===== config.mk =====
export PLATFORM = sky130hd
export DESIGN_NAME = tile_indexer
export DESIGN_NICKNAME = d
export VERILOG_FILES = /design/src/rtl/tile_indexer.sv
export SDC_FILE = /design/constraint.sdc
export NUM_CORES = 1
export LEC_CHECK = 0
export CAP_MARGIN = 20
export CORE_ASPECT_RATIO = 1.1
export CORE_MARGIN = 2
export CORE_UTILIZATION = 50
export CTS_CLUSTER_SIZE = 12
export DETAILED_ROUTE_END_ITERATION = 16
export HOLD_SLACK_MARGIN = 0.06
export PLACE_DENSITY = 0.72
export SLEW_MARGIN = 25
export SYNTH_ARGS = -nofsm -noshare
export SYNTH_HDL_FRONTEND = slang
export SYNTH_SLANG_ARGS = --single-unit

===== constraint.sdc =====
create_clock -name clk_i -period 10.88 [get_ports clk_i]
set_input_delay 1.632 -clock clk_i [delete_from_list [all_inputs] [get_ports clk_i]]
set_output_delay 1.632 -clock clk_i [all_outputs]
set_load 0.02 [all_outputs]

===== src/rtl/tile_indexer.sv =====
// tile_indexer: turns the raw vs/de/RGB pixel stream into an aligned, registered bundle of tile index, brightness weight and frame strobes.
// Optional feature macro TILE_IDX_LUMA_EN: weight from luma (2R+5G+B)>>3; when undefined, the weight is taken from G[7:5] only.

module tile_indexer #(
  parameter int BLKS_X = 16,
  parameter int BLKS_Y = 9,
  parameter int TILE_W = 120,
  parameter int TILE_H = 120
) (
  input  logic        clk_i,
  input  logic        rst_i,
  input  logic        vs_i,
  input  logic        de_i,
  input  logic [23:0] data_i,
  output logic [31:0] tile_o,
  output logic        vs_o,
  output logic        vs_r_o,
  output logic        de_o,
  output logic [2:0]  wd_o
);

  localparam int PX_W  = (TILE_W > 1) ? $clog2(TILE_W) : 1;
  localparam int PY_W  = (TILE_H > 1) ? $clog2(TILE_H) : 1;
  localparam int COL_W = $clog2(BLKS_X + 1);
  localparam int ROW_W = $clog2(BLKS_Y + 1);

  localparam logic [PX_W-1:0]  PX_LAST  = PX_W'(TILE_W - 1);
  localparam logic [PY_W-1:0]  PY_LAST  = PY_W'(TILE_H - 1);
  localparam logic [COL_W-1:0] COL_END  = COL_W'(BLKS_X);
  localparam logic [ROW_W-1:0] ROW_END  = ROW_W'(BLKS_Y);
  localparam logic [31:0]      ROW_STEP = 32'(BLKS_X);
  localparam logic [31:0]      SENTINEL = 32'hFFFF_FFFF;

  typedef enum logic {
    SYNC,
    ACTIVE
  } state_t;

  state_t state_q, state_d;

  logic vs_q, de_q;
  logic vs_rise, de_fall, active, pix_valid;

  logic [PX_W-1:0]  px_q, px_d, cur_px;
  logic [PY_W-1:0]  py_q, py_d, cur_py;
  logic [COL_W-1:0] col_q, col_d, cur_col;
  logic [ROW_W-1:0] row_q, row_d, cur_row;
  logic [31:0]      base_q, base_d, cur_base;

  logic             s1_de, s1_vs, s1_oob;
  logic [COL_W-1:0] s1_col;
  logic [31:0]      s1_base;

`ifdef TILE_IDX_LUMA_EN
  logic [7:0]  red, grn, blu;
  logic [10:0] luma_sum;
  logic [10:0] s1_sum;

  assign red = data_i[23:16];
  assign grn = data_i[15:8];
  assign blu = data_i[7:0];
  assign luma_sum = {2'b00, red, 1'b0} + {1'b0, grn, 2'b00} + {3'b000, grn} + {3'b000, blu};
`else
  logic [2:0] grn_hi;
  logic [2:0] s1_wd;

  assign grn_hi = 3'(data_i >> 13);
`endif

  assign vs_rise   = vs_i & ~vs_q;
  assign de_fall   = ~de_i & de_q;
  assign active    = (state_q == ACTIVE) || vs_rise;
  assign pix_valid = de_i && active;

  // A vs rising edge zeroes the position seen by this very cycle, so a
  // coincident pixel lands at the origin and a coincident de fall is discarded.
  assign cur_px   = vs_rise ? '0 : px_q;
  assign cur_py   = vs_rise ? '0 : py_q;
  assign cur_col  = vs_rise ? '0 : col_q;
  assign cur_row  = vs_rise ? '0 : row_q;
  assign cur_base = vs_rise ? '0 : base_q;

  always_comb begin
    state_d = state_q;
    if (state_q == SYNC && vs_rise) begin
      state_d = ACTIVE;
    end
  end

  always_comb begin
    px_d   = cur_px;
    py_d   = cur_py;
    col_d  = cur_col;
    row_d  = cur_row;
    base_d = cur_base;
    if (active) begin
      if (de_i) begin
        if (cur_px == PX_LAST) begin
          px_d = '0;
          if (cur_col != COL_END) begin
            col_d = cur_col + 1'b1;
          end
        end else begin
          px_d = cur_px + 1'b1;
        end
      end else if (de_fall && !vs_rise) begin
        px_d  = '0;
        col_d = '0;
        if (cur_py == PY_LAST) begin
          py_d = '0;
          // Row base tracks row*BLKS_X so the index needs only one adder.
          if (cur_row != ROW_END) begin
            row_d  = cur_row + 1'b1;
            base_d = cur_base + ROW_STEP;
          end
        end else begin
          py_d = cur_py + 1'b1;
        end
      end
    end
  end

  always_ff @(posedge clk_i or posedge rst_i) begin
    if (rst_i) begin
      state_q <= SYNC;
      vs_q    <= 1'b0;
      de_q    <= 1'b0;
      px_q    <= '0;
      py_q    <= '0;
      col_q   <= '0;
      row_q   <= '0;
      base_q  <= '0;
    end else begin
      state_q <= state_d;
      vs_q    <= vs_i;
      de_q    <= de_i;
      px_q    <= px_d;
      py_q    <= py_d;
      col_q   <= col_d;
      row_q   <= row_d;
      base_q  <= base_d;
    end
  end

  always_ff @(posedge clk_i or posedge rst_i) begin
    if (rst_i) begin
      s1_de   <= 1'b0;
      s1_vs   <= 1'b0;
      s1_oob  <= 1'b0;
      s1_col  <= '0;
      s1_base <= '0;
`ifdef TILE_IDX_LUMA_EN
      s1_sum  <= '0;
`else
      s1_wd   <= '0;
`endif
    end else begin
      s1_de   <= pix_valid;
      s1_vs   <= vs_i;
      s1_oob  <= (cur_col == COL_END) || (cur_row == ROW_END);
      s1_col  <= cur_col;
      s1_base <= cur_base;
`ifdef TILE_IDX_LUMA_EN
      s1_sum  <= luma_sum;
`else
      s1_wd   <= grn_hi;
`endif
    end
  end

  // Output stage: everything that leaves the block is registered and aligned.
  always_ff @(posedge clk_i or posedge rst_i) begin
    if (rst_i) begin
      tile_o <= '0;
      de_o   <= 1'b0;
      wd_o   <= '0;
      vs_o   <= 1'b0;
      vs_r_o <= 1'b0;
    end else begin
      de_o   <= s1_de;
      vs_o   <= s1_vs;
      vs_r_o <= vs_o;
      if (!s1_de) begin
        tile_o <= '0;
      end else if (s1_oob) begin
        tile_o <= SENTINEL;
      end else begin
        tile_o <= s1_base + 32'(s1_col);
      end
`ifdef TILE_IDX_LUMA_EN
      wd_o <= s1_de ? 3'(s1_sum >> 8) : 3'd0;
`else
      wd_o <= s1_de ? s1_wd : 3'd0;
`endif
    end
  end

endmodule


==> impl_results.md, run 1 <==
- Iter 0 DRT Violations: between 200 and 250
- Fin Clk Skew: around 0.0060 ns
- Hold Path Class: reg -> reg
- Main synth FF type: dfrtp_1
- Vias in the first global route: about 4200
- DP Worst Slack: 6.14 ns
- Drt via density: 5.48
- Setup TNS: 0 ns
- Fin. Hold Viols: 0
- Fraction of registers with async set/reset: between 90% and 100%
- CTS tree: done
- Synth Net Count: 577
- Fin. max-slew vios: 0
- Die width: 106 um
- Reg clk slew, reported paths: 0.06 ns
- Pre-antenna DRT Iters: 5
- Worst-Margin Slew: ~1.0 ns
- Met1 Use GR: 22.7%
- Port buffer count: 44
- Antenna Cells: 0
- Max Cap Violations: 0
- Final Routed Wirelength: 10900 um
- Worst-path maximum fanout: between 50 and 60
- Setup violators final: 0
- Sequential cell area: ~0.0033 sq mm
- Initial Utilization: between 50 and 60%
- Pin count of the biggest net entering global routing: 90
- Nature of the critical path endpoint: flip-flop
- DR DRC count: 0
- Vias after detailed routing: 4092
- Final Net Count: 620
- Max_slew headroom: 31.2%
- CTS Root Cell: clkbuf_16
- Grt ovf: 0
- Share of cells above drive strength 1: 9.05%
- FMAX: 231 MHz
- Crit start category: input pin
- Final period utilization: about two fifths
- Post-Syn Area per Cell: 10.7 sq um
- WL per Instance: around 15 um
- Final setup margin: about 6.6 ns
- GRT Max-Usage Layer: met2
- Row cnt: 41
- Post-synth EDFFs: 0
- Crit Path Class: in -> reg
- Unrepaired setup endpoints after global routing: no
- H-tree depth: 4
- Register area share after synthesis: 56.4%
- Post-Synthesis Cells: approximately 540
- ANT nets after route: 0
- Hold Buf Count CTS: 0
- Layout area overhead: 20.1%
- GRT Overall Usage: 19.6%
- Worst skew pair latency: 0.41 ns
- Clock Path Buffers: 2
- Number of antenna violations at the first check in global routing: 0
- TritonCTS Buffers: 17
- Met3 GRT Util: 4.41%
- PostCTS Resize Cnt: 0
- Crit path DAT: 4.66 ns
- Final GP Congestion: 0.837
- Setup bufs post-CTS: 0
- Die span in y: 117 um
- Leakage power: around 0.0032 uW
- Post-synthesis instance area: around 0.0058 sq mm
- Core ar.: 0.0114 sq mm
- Number of synthesis warnings: 0
- First-pass GRT wire length: approximately 19000 um
- Min Tclk post-route: 4.32 ns
- DP HPWL: 7140 um
- Critical Path RT: ~11 ns
- Clk sinks: 130
- Fillers: 942
- Status: finished, final reports clean
- VDD IR max: 0.0000982 V
- Multi-input logic area: 0.00237 sq mm
- DIE AREA: 0.0124 sq mm
- Overall Power: 1090 uW
- Io pins: 66
- Met2 Track Usage GR: 35.7%
- Netlist cell types: 47
- Power density cells: 157 mW/mm^2
- Register bit total from synthesis: 130
==> registers in the layout, summed over array words and instances, names as in the netlist, 3 cells and up <==
register	count
tile_o	32
base_q	28
s1_base	28
px_q	7
py_q	7
col_q	5
s1_col	5
row_q	4
s1_wd	3
wd_o	3
==> layout by cell type, fill, tap and decap left out, drive strengths merged, types with 5 or more instances in the layout <==
cell type / instances
o21a: 31
and3: 11
nand3: 30
clkdlybuf4s50: 44
a21oi: 18
o21ai: 18
xnor2: 31
inv: 19
nor3: 16
xor2: 18
nor4: 6
nand2b: 5
nor2b: 5
clkinv: 5
ha: 8
dfrtp: 130
and2: 33
o31ai: 5
nor2: 38
clkbuf: 17
a31oi: 6
nand4: 19
or3: 6
nand2: 40
==> per-layer routing <==
metal / up-vias / share of wire [%]
li1: 1967 / -
met1: 2026 / 41
met2: 81 / 54
met3: 18 / 3.4
met4: 0 / 1.6
met5: - / 0
==> through the flow <==
step / cells / cell area (sq um) / utilization (%) / hold slack [ns]
6_report: 747 / 6930 / 60.8 / 0.374
5_1_grt: 747 / 6930 / 60.8 / 0.388
4_1_cts: 747 / 6930 / 60.8 / 0.376
3_5_place_dp: 715 / 6340 / 55.7 / 0.363
3_3_place_gp: 715 / 6340 / 55.7 / 0.357
2_1_floorplan: 541 / 5770 / - / 0.352
==> critical path: stages <==
cell and delay [ns]:
clkdlybuf4s50_1 0.44, nand2b_1 0.08, buf_4 0.44, nand2_1 0.18, ha_1 0.23, and3b_1 0.23
nor3_2 0.23, nand2_1 0.41, or4_1 0.61, a21oi_1 0.15
==> cells in the mapped netlist (2+ instances only) <==
cell type	number	area, sq um
dfrtp_1	130	3250
nand2_1	40	150
nor2_1	37	139
and2_1	33	206
o21a_1	31	233
xnor2_1	31	272
nand3_1	30	150
clkbuf_1	20	75.1
a21oi_1	18	90.1
nand4_1	18	113
o21ai_0	18	90.1
xor2_1	18	158
inv_1	15	56.3
nor3_1	13	65.1
and3_1	11	68.8
ha_1	8	100
a31oi_1	6	37.5
nor4_1	6	37.5
nand2b_1	5	31.3
o31ai_1	5	37.5
or3_1	5	31.3
mux2_2	4	45.0
nor2b_1	4	25.0
or4_1	4	30.0
buf_2	3	15.0
nor3_2	3	30.0
a22o_1	2	17.5
and4b_1	2	20.0
nand3b_1	2	15.0
nand4b_1	2	17.5
==> report_power, final <==
part	internal, uW	switching, uW
Sequential	490	5.80
Clock	339	215
Combinational	12.9	25.7
Total	842	246
==> cells by family after synthesis <==
logic type | count (synthesis) | share of synthesized area, %
compound gates | 86 | 9.63
mux | 5 | 0.954
simple gates | 224 | 21.3
flops | 130 | 56.4
fa+ha+maj | 8 | 1.74
buf+inv | 39 | 2.60
xor+xnor | 49 | 7.44
==> worst paths after layout <==
path	startpoint	to	slack (ns)	cells past startpoint
min in group asynchronous	rst_i	s1_wd[2]	1.61	2
worst max register to register	s1_vs	base_q[27]	7.83	9
max in group asynchronous	rst_i	base_q[10]	8.14	3
worst min register to register	vs_o	vs_r_o	0.37	0
worst max-delay path	vs_i	base_q[27]	6.56	10
worst min-delay path	vs_o	vs_r_o	0.37	0
==> layout make-up <==
type / count / area share, %
Sequential cell: 130 / 47.0
Inverter: 15 / 0.849
Clock buffer: 17 / 6.14
Tap cell: 150 / 2.71
Timing Repair Buffer: 48 / 6.84
Clock inverter: 15 / 2.28
Multi-Input combinational cell: 372 / 34.2
Note: power is estimated with default switching activity, not from simulation.
==> inputs of run 2 (changes only) <==
Settings changed: PLACE_DENSITY 0.72 to 0.75.
Clock period 10.88 ns to 3.64 ns, I/O delays scaled along.
==> impl_results.md, run 2 (synthesized netlist as in run 1, its figures left out) <==
- Status: finished, final reports clean
- Fin Clk Skew: 0.00817 ns (+0.00222 ns)
- Setup violators final: 0 (unchanged)
- Worst hold slack: 0.377 ns (+0.00315 ns)
- Crit start category: input pin
- Row cnt: 41 (unchanged)
- Commonest non-fill, non-tap cell in the layout: dfrtp_1
- Routed length on met2: 6180 um (+5.8%)
- Final setup margin: 0.718 ns (-5.84 ns)
- Core ar.: 0.0114 sq mm (unchanged)
- PostCTS Resize Cnt: 0 (unchanged)
- Max_slew headroom: 31.0% (-0.22 points)
- Final Net Count: 628 (+1.3%)
- R2r setup slk: 0.88 ns (-6.95 ns)
- Die width: 106 um (unchanged)
- Worst-path cell chain: clkdlybuf4s50_1 > nand2b_1 > and2_1 > ha_1 > nand3b_1 > nand2_1 > or4b_4 > or4_1 > a21oi_1
- Final period utilization: 80.3%
- Layout Cell Area excl Fill: 0.00705 sq mm (+1.8%)
- Critical Path RT: 3.97 ns (-7.24 ns)
- Worst-path maximum fanout: 10 (-82%)
- WL per Instance: 15.2 um (+4.4%)
- Initial Utilization: 50.7% (unchanged)
- Layout area overhead: 22.3%
- Pin count of the biggest net entering global routing: 47 (-48%)
- Crit Path Class: in -> reg
- Grt ovf: 0 (unchanged)
- Share of cells above drive strength 1: 9.92% (+0.87 points)
- Hold Startpoint: vs_o
- Reg2reg start: s1_vs
- DP HPWL: 7690 um (+7.7%)
- Met3 Wirelength: 409 um (+9.1%)
- Setup TNS: 0 ns (unchanged)
- Fillers: 886 (-5.9%)
- Clock Path Buffers: 2 (unchanged)
- Max FFs per register: 32 (unchanged)
- Worst skew pair latency: 0.41 ns (about the same)
- Top Registers: tile_o: 32 flops, base_q: 28 flops, s1_base: 28 flops
- Most frequent cells in the layout: dfrtp_1, clkdlybuf4s50_1, nand2_1
- Max Cap Violations: 0 (unchanged)
- DR DRC count: 0 (unchanged)
- Fin. Hold Viols: 0 (unchanged)
- Antenna Cells: 0 (unchanged)
- Final Routed Wirelength: 11500 um (+5.5%)
- Reg clk slew, reported paths: 0.05 ns (about the same)
- DIE AREA: 0.0124 sq mm (unchanged)
- Final GP Congestion: 0.852 (+1.8%)
- Largest Register: tile_o
- Pre-antenna DRT Iters: 4 (-1)
- Placement-stage cell area: 0.00642 sq mm (+1.3%)
- Leakage power: 0.00327 uW (+2.1%)
- Power density cells: 476 mW/mm^2 (+200%)
- Worst-Margin Slew: 1.03 ns (+0.00324 ns)
- Worst path slowest cell: or4b_4
- Vias after detailed routing: 4149 (+1.4%)
- Wl on met1: 4620 um (+2.5%)
- Hold Buf Count CTS: 0 (unchanged)
- ANT nets after route: 0 (unchanged)
- Iter 0 DRT Violations: 218 (-7.2%)
- Die span in y: 117 um (unchanged)
- Io pins: 66 (unchanged)
- Nature of the critical path endpoint: flip-flop
- TritonCTS Buffers: 17 (unchanged)
- CP delay by family, top: simple AND/OR/NAND/NOR gates
- DP Worst Slack: 0.321 ns (-5.82 ns)
- Hold Path Class: reg -> reg
- Fin. max-slew vios: 0 (unchanged)
- CTS Root Cell: clkbuf_16
- Clk sinks: 130 (unchanged)
- Number of antenna violations at the first check in global routing: 0 (unchanged)
- H-tree depth: 4 (unchanged)
- GRT Overall Usage: 20.1% (+0.47 points)
- Max layer used: met4
- Min Tclk post-route: 2.92 ns
- Unrepaired setup endpoints after global routing: no
- Setup bufs post-CTS: 0 (unchanged)
- VDD IR max: 0.000376 V (+280%)
- CTS tree: done
- Drt via density: 5.50 (+0.32%)
- Crit path DAT: 3.25 ns (-1.41 ns)
- Port buffer count: 44 (unchanged)
- Crit path launch: vs_i
- FMAX: 342 MHz
- Vias in the first global route: 4118 (-0.84%)
- Worst path bufs/invs: 1 (-1)
- Crit-path max cell delay: 0.58 ns (-0.03 ns)
- First-pass GRT wire length: 19300 um (+1.0%)
run 2: changes by cell type in the layout (fill, tap and decap cells not counted), sizes merged:
cell / change
inv: -5
buf: +8
bufinv: +1
clkinvlp: -1
clkbuf: +7
clkinv: -2
run 2: power by group:
part	leakage, uW	switching, uW	total (uW)	internal, uW
Clock	0.000302	587	1750	1170
Sequential	0.00178	17.6	1480	1470
Combinational	0.00119	77.7	123	44.8
run 2: worst reg2reg max path, stage by stage, from the launching register on:
cell and delay, ns:
dfrtp_1 0.41, nand2b_1 0.33, and2_1 0.30, ha_1 0.22, nand3b_1 0.12, nand2_1 0.10, or4b_4 0.58, or4_1 0.48
a21oi_1 0.15
run 2: metal layers:
layer  vias up  global-route usage, %
li1       1976                      -
met1      2060                   23.1
met2        90                   35.6
met3        23                   5.25
met4         0                   8.66
met5         -                      0
run 2: cell type report:
class                      count  area (sq um)  area share (%)
inverter                      15          60.1           0.852
clock buffer                  24           502            7.11
timing repair buffer          56           556            7.88
clock inverter                 8           124            1.76
multi-input combinational    372          2370            33.6
sequential                   130          3260            46.2
tap                          150           188            2.66
run 2: through the flow:
stage / utilization, % / power [uW] / instances
6_report: 61.9 / 3360 / 755
5_1_grt: 61.9 / 3470 / 755
4_1_cts: 61.9 / 3380 / 755
3_5_place_dp: 56.4 / 1630 / 723
3_3_place_gp: 56.4 / 1630 / 723
2_1_floorplan: - / 1590 / 541
run 2: worst paths after layout:
kind | to | cells past startpoint
hold reg to reg | vs_r_o | 0
min in group asynchronous | tile_o[12] | 2
max in group asynchronous | s1_oob | 3
setup / recovery | base_q[29] | 9
setup reg to reg | base_q[29] | 8
hold / removal | vs_r_o | 0
